==> config.mk <==
export PLATFORM = sky130hd
export DESIGN_NAME = dmem_access_arbiter_flat
export DESIGN_NICKNAME = d
export VERILOG_FILES = /design/src/rtl/dmem_access_arbiter_if.sv /design/src/rtl/dmem_access_arbiter.sv /design/src/flat_wrapper.sv
export SDC_FILE = /design/constraint.sdc
export NUM_CORES = 1
export LEC_CHECK = 0
export BUFFER_PORTS_ARGS = -buffer_cell sky130_fd_sc_hd__buf_2
export CAP_MARGIN = 20
export CORE_MARGIN = 2
export CORE_UTILIZATION = 25
export CTS_CLUSTER_DIAMETER = 40
export DETAILED_ROUTE_END_ITERATION = 7
export PLACE_DENSITY = 0.62
export REMOVE_ABC_BUFFERS = 1
export SYNTH_ARGS = -nofsm -noshare
export SYNTH_HDL_FRONTEND = slang
export SYNTH_SLANG_ARGS = --single-unit
==> constraint.sdc <==
create_clock -name CLK -period 2.18 [get_ports CLK]
set_input_delay 0.436 -clock CLK [delete_from_list [all_inputs] [get_ports CLK]]
set_output_delay 0.436 -clock CLK [all_outputs]
set_load 0.02 [all_outputs]
==> src/rtl/dmem_access_arbiter_if.sv <==
// Requester and data-memory signals of the two-port data-memory arbiter.
// The slave modport is the arbiter; the master modport is the requester/memory side.
interface dmem_access_arbiter_if #(
  parameter int ADDRESS_WIDTH = 17,
  parameter int DATA_WIDTH    = 32
);
  logic                     REQ0, REQ1;
  logic                     WR0, WR1;
  logic [2:0]               SIZE0, SIZE1;
  logic [ADDRESS_WIDTH-1:0] ADDR0, ADDR1;
  logic [DATA_WIDTH-1:0]    WDATA0, WDATA1;
  logic                     GNT0, GNT1;
  logic                     RVALID0, RVALID1;
  logic [DATA_WIDTH-1:0]    RDATA0, RDATA1;
  logic                     ERR0, ERR1;
  logic                     MEM_WE0, MEM_WE1, MEM_WE2, MEM_WE3;
  logic [ADDRESS_WIDTH-1:0] MEM_A;
  logic [DATA_WIDTH-1:0]    MEM_WD;
  logic [DATA_WIDTH-1:0]    MEM_RD;

  modport slave (
    input  REQ0, REQ1, WR0, WR1, SIZE0, SIZE1, ADDR0, ADDR1, WDATA0, WDATA1, MEM_RD,
    output GNT0, GNT1, RVALID0, RVALID1, RDATA0, RDATA1, ERR0, ERR1,
    output MEM_WE0, MEM_WE1, MEM_WE2, MEM_WE3, MEM_A, MEM_WD
  );

  modport master (
    output REQ0, REQ1, WR0, WR1, SIZE0, SIZE1, ADDR0, ADDR1, WDATA0, WDATA1, MEM_RD,
    input  GNT0, GNT1, RVALID0, RVALID1, RDATA0, RDATA1, ERR0, ERR1,
    input  MEM_WE0, MEM_WE1, MEM_WE2, MEM_WE3, MEM_A, MEM_WD
  );
endinterface

==> src/rtl/dmem_access_arbiter.sv <==
// Round-robin two-port arbiter for the byte-lane data memory: IDLE -> ACCESS -> RESP,
// three cycles per access, funct3 size to byte-lane/extension mapping with alignment checks.
module dmem_access_arbiter #(
  parameter int ADDRESS_WIDTH = 17,
  parameter int DATA_WIDTH    = 32
) (
  input logic                 CLK,
  input logic                 RST,
  dmem_access_arbiter_if.slave bus
);
  typedef enum logic [1:0] {IDLE = 2'd0, ACCESS = 2'd1, RESP = 2'd2} state_t;

  state_t                   state;
  logic                     last_gnt;
  logic                     port_q;
  logic                     wr_q;
  logic [2:0]               size_q;
  logic [ADDRESS_WIDTH-1:0] addr_q;
  logic [DATA_WIDTH-1:0]    wdata_q;
  logic                     rvalid0_q, rvalid1_q, err0_q, err1_q;
  logic [DATA_WIDTH-1:0]    rdata0_q, rdata1_q;

  logic                  win1, gnt0, gnt1;
  logic                  legal, aligned, err;
  logic [3:0]            lanes, mem_we;
  logic [DATA_WIDTH-1:0] load_data;

  // Port 1 wins when alone, or on contention when port 0 had the last grant.
  always_comb begin
    win1 = bus.REQ1 && (!bus.REQ0 || !last_gnt);
    gnt0 = (state == IDLE) && !RST && bus.REQ0 && !win1;
    gnt1 = (state == IDLE) && !RST && win1;
  end

  always_comb begin
    case (size_q)
      3'b000, 3'b001, 3'b010: legal = 1'b1;
      3'b100, 3'b101:         legal = !wr_q;
      default:                legal = 1'b0;
    endcase
    case (size_q[1:0])
      2'b01:   aligned = !addr_q[0];
      2'b10:   aligned = (addr_q[1:0] == 2'b00);
      default: aligned = 1'b1;
    endcase
    err = !(legal && aligned);
    case (size_q[1:0])
      2'b00:   lanes = 4'b0001;
      2'b01:   lanes = 4'b0011;
      default: lanes = 4'b1111;
    endcase
    mem_we = (state == ACCESS && !RST && wr_q && !err) ? lanes : 4'b0000;
    case (size_q)
      3'b000:  load_data = {{(DATA_WIDTH-8){bus.MEM_RD[7]}}, bus.MEM_RD[7:0]};
      3'b100:  load_data = {{(DATA_WIDTH-8){1'b0}}, bus.MEM_RD[7:0]};
      3'b001:  load_data = {{(DATA_WIDTH-16){bus.MEM_RD[15]}}, bus.MEM_RD[15:0]};
      3'b101:  load_data = {{(DATA_WIDTH-16){1'b0}}, bus.MEM_RD[15:0]};
      default: load_data = bus.MEM_RD;
    endcase
  end

  always_ff @(posedge CLK) begin
    if (RST) begin
      state     <= IDLE;
      last_gnt  <= 1'b1;
      port_q    <= 1'b0;
      wr_q      <= 1'b0;
      size_q    <= 3'b000;
      addr_q    <= '0;
      wdata_q   <= '0;
      rvalid0_q <= 1'b0;
      rvalid1_q <= 1'b0;
      err0_q    <= 1'b0;
      err1_q    <= 1'b0;
      rdata0_q  <= '0;
      rdata1_q  <= '0;
    end else begin
      case (state)
        IDLE: begin
          if (gnt0 || gnt1) begin
            port_q   <= gnt1;
            wr_q     <= gnt1 ? bus.WR1    : bus.WR0;
            size_q   <= gnt1 ? bus.SIZE1  : bus.SIZE0;
            addr_q   <= gnt1 ? bus.ADDR1  : bus.ADDR0;
            wdata_q  <= gnt1 ? bus.WDATA1 : bus.WDATA0;
            last_gnt <= gnt1;
            state    <= ACCESS;
          end
        end
        ACCESS: begin
          // Stores and rejected accesses answer with zero data.
          rvalid0_q <= !port_q;
          rvalid1_q <= port_q;
          err0_q    <= !port_q && err;
          err1_q    <= port_q && err;
          rdata0_q  <= (!port_q && !err && !wr_q) ? load_data : '0;
          rdata1_q  <= (port_q && !err && !wr_q) ? load_data : '0;
          state     <= RESP;
        end
        RESP: begin
          rvalid0_q <= 1'b0;
          rvalid1_q <= 1'b0;
          err0_q    <= 1'b0;
          err1_q    <= 1'b0;
          rdata0_q  <= '0;
          rdata1_q  <= '0;
          state     <= IDLE;
        end
        default: state <= IDLE;
      endcase
    end
  end

  assign bus.GNT0    = gnt0;
  assign bus.GNT1    = gnt1;
  assign bus.RVALID0 = rvalid0_q;
  assign bus.RVALID1 = rvalid1_q;
  assign bus.RDATA0  = rdata0_q;
  assign bus.RDATA1  = rdata1_q;
  assign bus.ERR0    = err0_q;
  assign bus.ERR1    = err1_q;
  assign bus.MEM_WE0 = mem_we[0];
  assign bus.MEM_WE1 = mem_we[1];
  assign bus.MEM_WE2 = mem_we[2];
  assign bus.MEM_WE3 = mem_we[3];
  assign bus.MEM_A   = addr_q;
  assign bus.MEM_WD  = wdata_q;
endmodule

==> src/flat_wrapper.sv <==
// flat-port wrapper written by rule: the top's interface ports become plain ports
module dmem_access_arbiter_flat 
#(
  parameter int ADDRESS_WIDTH = 17,
  parameter int DATA_WIDTH    = 32
)
  (CLK, RST, bus_REQ0, bus_REQ1, bus_WR0, bus_WR1, bus_SIZE0, bus_SIZE1, bus_ADDR0, bus_ADDR1, bus_WDATA0, bus_WDATA1, bus_MEM_RD, bus_GNT0, bus_GNT1, bus_RVALID0, bus_RVALID1, bus_RDATA0, bus_RDATA1, bus_ERR0, bus_ERR1, bus_MEM_WE0, bus_MEM_WE1, bus_MEM_WE2, bus_MEM_WE3, bus_MEM_A, bus_MEM_WD);
  dmem_access_arbiter_if #(.ADDRESS_WIDTH(ADDRESS_WIDTH), .DATA_WIDTH(DATA_WIDTH)) bus_i ();
  input logic CLK;
  input logic RST;
  input wire logic [$bits(bus_i.REQ0)-1:0] bus_REQ0;
  input wire logic [$bits(bus_i.REQ1)-1:0] bus_REQ1;
  input wire logic [$bits(bus_i.WR0)-1:0] bus_WR0;
  input wire logic [$bits(bus_i.WR1)-1:0] bus_WR1;
  input wire logic [$bits(bus_i.SIZE0)-1:0] bus_SIZE0;
  input wire logic [$bits(bus_i.SIZE1)-1:0] bus_SIZE1;
  input wire logic [$bits(bus_i.ADDR0)-1:0] bus_ADDR0;
  input wire logic [$bits(bus_i.ADDR1)-1:0] bus_ADDR1;
  input wire logic [$bits(bus_i.WDATA0)-1:0] bus_WDATA0;
  input wire logic [$bits(bus_i.WDATA1)-1:0] bus_WDATA1;
  input wire logic [$bits(bus_i.MEM_RD)-1:0] bus_MEM_RD;
  output wire logic [$bits(bus_i.GNT0)-1:0] bus_GNT0;
  output wire logic [$bits(bus_i.GNT1)-1:0] bus_GNT1;
  output wire logic [$bits(bus_i.RVALID0)-1:0] bus_RVALID0;
  output wire logic [$bits(bus_i.RVALID1)-1:0] bus_RVALID1;
  output wire logic [$bits(bus_i.RDATA0)-1:0] bus_RDATA0;
  output wire logic [$bits(bus_i.RDATA1)-1:0] bus_RDATA1;
  output wire logic [$bits(bus_i.ERR0)-1:0] bus_ERR0;
  output wire logic [$bits(bus_i.ERR1)-1:0] bus_ERR1;
  output wire logic [$bits(bus_i.MEM_WE0)-1:0] bus_MEM_WE0;
  output wire logic [$bits(bus_i.MEM_WE1)-1:0] bus_MEM_WE1;
  output wire logic [$bits(bus_i.MEM_WE2)-1:0] bus_MEM_WE2;
  output wire logic [$bits(bus_i.MEM_WE3)-1:0] bus_MEM_WE3;
  output wire logic [$bits(bus_i.MEM_A)-1:0] bus_MEM_A;
  output wire logic [$bits(bus_i.MEM_WD)-1:0] bus_MEM_WD;
  assign bus_i.REQ0 = bus_REQ0;
  assign bus_i.REQ1 = bus_REQ1;
  assign bus_i.WR0 = bus_WR0;
  assign bus_i.WR1 = bus_WR1;
  assign bus_i.SIZE0 = bus_SIZE0;
  assign bus_i.SIZE1 = bus_SIZE1;
  assign bus_i.ADDR0 = bus_ADDR0;
  assign bus_i.ADDR1 = bus_ADDR1;
  assign bus_i.WDATA0 = bus_WDATA0;
  assign bus_i.WDATA1 = bus_WDATA1;
  assign bus_i.MEM_RD = bus_MEM_RD;
  assign bus_GNT0 = bus_i.GNT0;
  assign bus_GNT1 = bus_i.GNT1;
  assign bus_RVALID0 = bus_i.RVALID0;
  assign bus_RVALID1 = bus_i.RVALID1;
  assign bus_RDATA0 = bus_i.RDATA0;
  assign bus_RDATA1 = bus_i.RDATA1;
  assign bus_ERR0 = bus_i.ERR0;
  assign bus_ERR1 = bus_i.ERR1;
  assign bus_MEM_WE0 = bus_i.MEM_WE0;
  assign bus_MEM_WE1 = bus_i.MEM_WE1;
  assign bus_MEM_WE2 = bus_i.MEM_WE2;
  assign bus_MEM_WE3 = bus_i.MEM_WE3;
  assign bus_MEM_A = bus_i.MEM_A;
  assign bus_MEM_WD = bus_i.MEM_WD;
  dmem_access_arbiter #(.ADDRESS_WIDTH(ADDRESS_WIDTH), .DATA_WIDTH(DATA_WIDTH)) u_core (.CLK(CLK), .RST(RST), .bus(bus_i));
endmodule
==> key figures <==
Setup path
  • CP Launch Type: flop
  • Crit Path Class: reg -> out
  • Reg2reg start: u_core.size_q[0]$_SDFFE_PP0P_
  • RR Endpoint: u_core.bus.RDATA1[16]$_SDFFE_PP0P_
  • Critical path data arrival time: 2.06 ns
  • Reg2Reg Depth: 9
  • Worst EP required: 1.74 ns
  • Crit path max fanout: 3
  • R2r setup slk: 0.09 ns
  • CP Capture Type: primary output

STA
  • Worst Tran Pin Value: 0.624 ns
  • Slew headroom: 0.582
  • Final setup margin: -0.314 ns
  • Max Slew Vio Count: 0
  • RSZ-0062 raised after global routing: true
  • Setup TNS: -1.19 ns
  • Period utilization: 1.14
  • Tmin final: 2.49 ns
  • Final Hold Viols: 0
  • Setup Skew: 0.0126 ns
  • Max Freq: 401 MHz
  • Final setup vio count: 4

Die
  • Area of the core: 0.0188 mm2
  • Chip Width: 142 um
  • Initial core utilization: 0.255
  • # IOs: 265
  • # rows: 50
  • Die area: 0.0203 mm2
  • Die Y: 142 um

Pwr
  • Pwr dens: 1010 mW/mm2
  • Seq pwr share: 0.365
  • Net Sw Frac: 0.333
  • Psw: 2.45 mW
  • VDD IR max: 554 uV
  • Power Total: 7.36 mW
  • Comb power frac: 0.296
  • Pint: 4.92 mW
  • Pleak: 3.43 nW
  • Clock Power Share: 0.339

Yosys
  • Sequential share of the synthesized area: 0.523
  • Main synth FF type: dfxtp_1
  • Synth cell count leaders: dfxtp_1, nor2_1, a222oi_1
  • Syn Area/Cell: 10.7 um2
  • Distinct cell type count after synthesis: 41
  • Number of enable flip-flop cells after synthesis: 0
  • Synth area leader: dfxtp_1
  • Yosys warns: 0
  • Synth area leaders: dfxtp_1, a222oi_1, a22o_1, nor2_1, a32o_1
  • Most frequent cell after synthesis: dfxtp_1
  • Post-synth ARST share: 0
  • Synthesis-stage register bit count: 125
  • Gate count of the mapped netlist: 446
  • Cell Area, Synth: 0.00479 mm2
  • Synth top area share: 0.523

Routing
  • Avg WL per Cell: 17.7 um
  • DRC violation count after routing: 0
  • Total iterations of the first detailed-routing run: 7
  • 1st-iter DRT viols: 385
  • Antenna Violating Nets Remaining: 0
  • Via/cell ratio: 5.04
  • Total vias in the final route: 4916
  • Routed WL: 17.3 mm

Clock network
  • CTS max path bufs: 2
  • Clock sinks: 125
  • Clock latency on the worst-skew pair: 0.41 ns
  • Total CTS buffers: 17
  • Clock root cell: clkbuf_16
  • CTS tree: done
  • Reg clk slew, reported paths: 0.06 ns
  • Htree depth: 4

Global route
  • First-pass GRT wire length: 25.9 mm
  • Overflow after GRT: 0
  • Vias in the first global route: 4801
  • Total track usage: 0.165
  • Initial antenna violation count: 0
  • Largest net degree at the start of global routing: 55

Layout
  • Area Overhead vs Synth: 52.7%
  • Register area: 0.00251 mm2
  • ANT cells: 0
  • Final net count: 881
  • # fillers: 1879
  • Footprint of the multi-input gates: 0.00220 mm2
  • Layout cell share with drive strength beyond 1: 0.502

Hold path
  • Hold/Removal Path Class: in -> reg
  • Hold Startpoint: bus_WDATA0[9]
  • WHS Endpoint: u_core.bus.MEM_WD[9]$_SDFFE_PP0P_
  • Worst Hold Depth: 3

Place
  • Hpwl dp: 12.5 mm
  • GPL Wtd Cong: 0.798
  • Port bufs: 264

Status
  • Status: complete, but fails checks
  • Failing checks: negative setup slack

Flow run
  • Max Cap Viol: 0
## power groups by stage
stage          sequential, mW  clock, mW  combinational [mW]
2_1_floorplan            3.00          0               0.838
3_3_place_gp             2.72          0                2.07
3_5_place_dp             2.72          0                2.07
4_1_cts                  2.68       2.58                2.17
5_1_grt                  2.71       2.68                2.37
6_report                 2.69       2.50                2.18
## timing repair
item / in CTS / in global routing
setup buffers: 6 / 1
resized for setup: 32 / 9
hold buffers: 0 / 0
endpoints found under the setup margin: 36 / 13
pin swaps: 6 / 2
## metrics by stage
| step | std cells | utilization | worst slack (ns) | hold slack [ns] | area, um2 |
|---|---|---|---|---|---|
| 2_1_floorplan | 399 | - | -1.17 | 0.478 | 4560 |
| 4_1_cts | 974 | 0.387 | -0.345 | 0.258 | 7270 |
| 6_report | 975 | 0.389 | -0.314 | 0.278 | 7310 |
| 3_5_place_dp | 938 | 0.350 | -0.350 | 0.448 | 6560 |
| 3_3_place_gp | 938 | 0.350 | -0.290 | 0.442 | 6560 |
| 5_1_grt | 975 | 0.389 | -0.425 | 0.266 | 7310 |
## worst max path at each step
stage,start,to,slack (ns),depth (start not counted)
after floorplan,u_core.size_q[1]$_SDFFE_PP0P_,bus_MEM_WE2,-1.17,5
after global placement,u_core.size_q[0]$_SDFFE_PP0P_,bus_MEM_WE3,-0.29,8
after detailed placement,u_core.size_q[0]$_SDFFE_PP0P_,bus_MEM_WE3,-0.35,8
after CTS,u_core.size_q[0]$_SDFFE_PP0P_,bus_MEM_WE2,-0.35,8
after global routing,u_core.size_q[0]$_SDFFE_PP0P_,bus_MEM_WE2,-0.43,8
final,u_core.size_q[0]$_SDFFE_PP0P_,bus_MEM_WE2,-0.31,8
## state kept, by name, indices dropped and copies added (netlist names)
register / cells
u_core.port_q: 1
u_core.wr_q: 1
u_core.size_q: 3
u_core.bus.RDATA0: 32
u_core.last_gnt: 1
u_core.state: 2
u_core.bus.RDATA1: 32
u_core.bus.RVALID0: 1
u_core.bus.RVALID1: 1
u_core.bus.MEM_A: 17
u_core.bus.ERR0: 1
u_core.bus.ERR1: 1
u_core.bus.MEM_WD: 32
## cell type report
type,count,area share
clock buffer,19,0.0606
timing repair buffer,312,0.242
sequential,125,0.343
clock inverter,11,0.00993
multi-input combinational,267,0.301
tap,234,0.0401
inverter,7,0.00394
## routing by layer
layer,up-vias,GRT usage,share of wire,routed length (um)
met3,16,0.0599,0.095,1640
met5,-,0,0,0
met4,0,0.0547,0.013,219
met2,244,0.277,0.48,8220
met1,2327,0.197,0.42,7190
li1,2329,-,-,-
## cell usage in the layout, fill, tap and decap left out, drive strengths merged, types with 4 or more instances in the layout
| cell | count |
|---|---|
| dfxtp | 125 |
| clkbuf | 20 |
| nand2 | 7 |
| clkinvlp | 4 |
| nor4 | 8 |
| ha | 9 |
| nor3 | 9 |
| clkinv | 6 |
| a32o | 16 |
| nor2 | 67 |
| a22o | 48 |
| inv | 8 |
| buf | 311 |
| o21a | 16 |
| a222oi | 53 |
## logic make-up after synthesis
group,synth area share
and+or+nand+nor,0.103
AOI/OAI and AO/OA,0.292
adders and majority gates,0.0235
buffers and inverters,0.0523
muxes,0.00627
DFF,0.523
## critical path: stages, from the launching register on
cell      delay (ns)
dfxtp_4         0.35
inv_4           0.08
ha_4            0.13
nor2b_4         0.15
o21bai_4        0.08
a221oi_4        0.33
nor4b_4         0.25
buf_4           0.16
buf_6           0.11
Note: power is estimated with default switching activity, not from simulation.
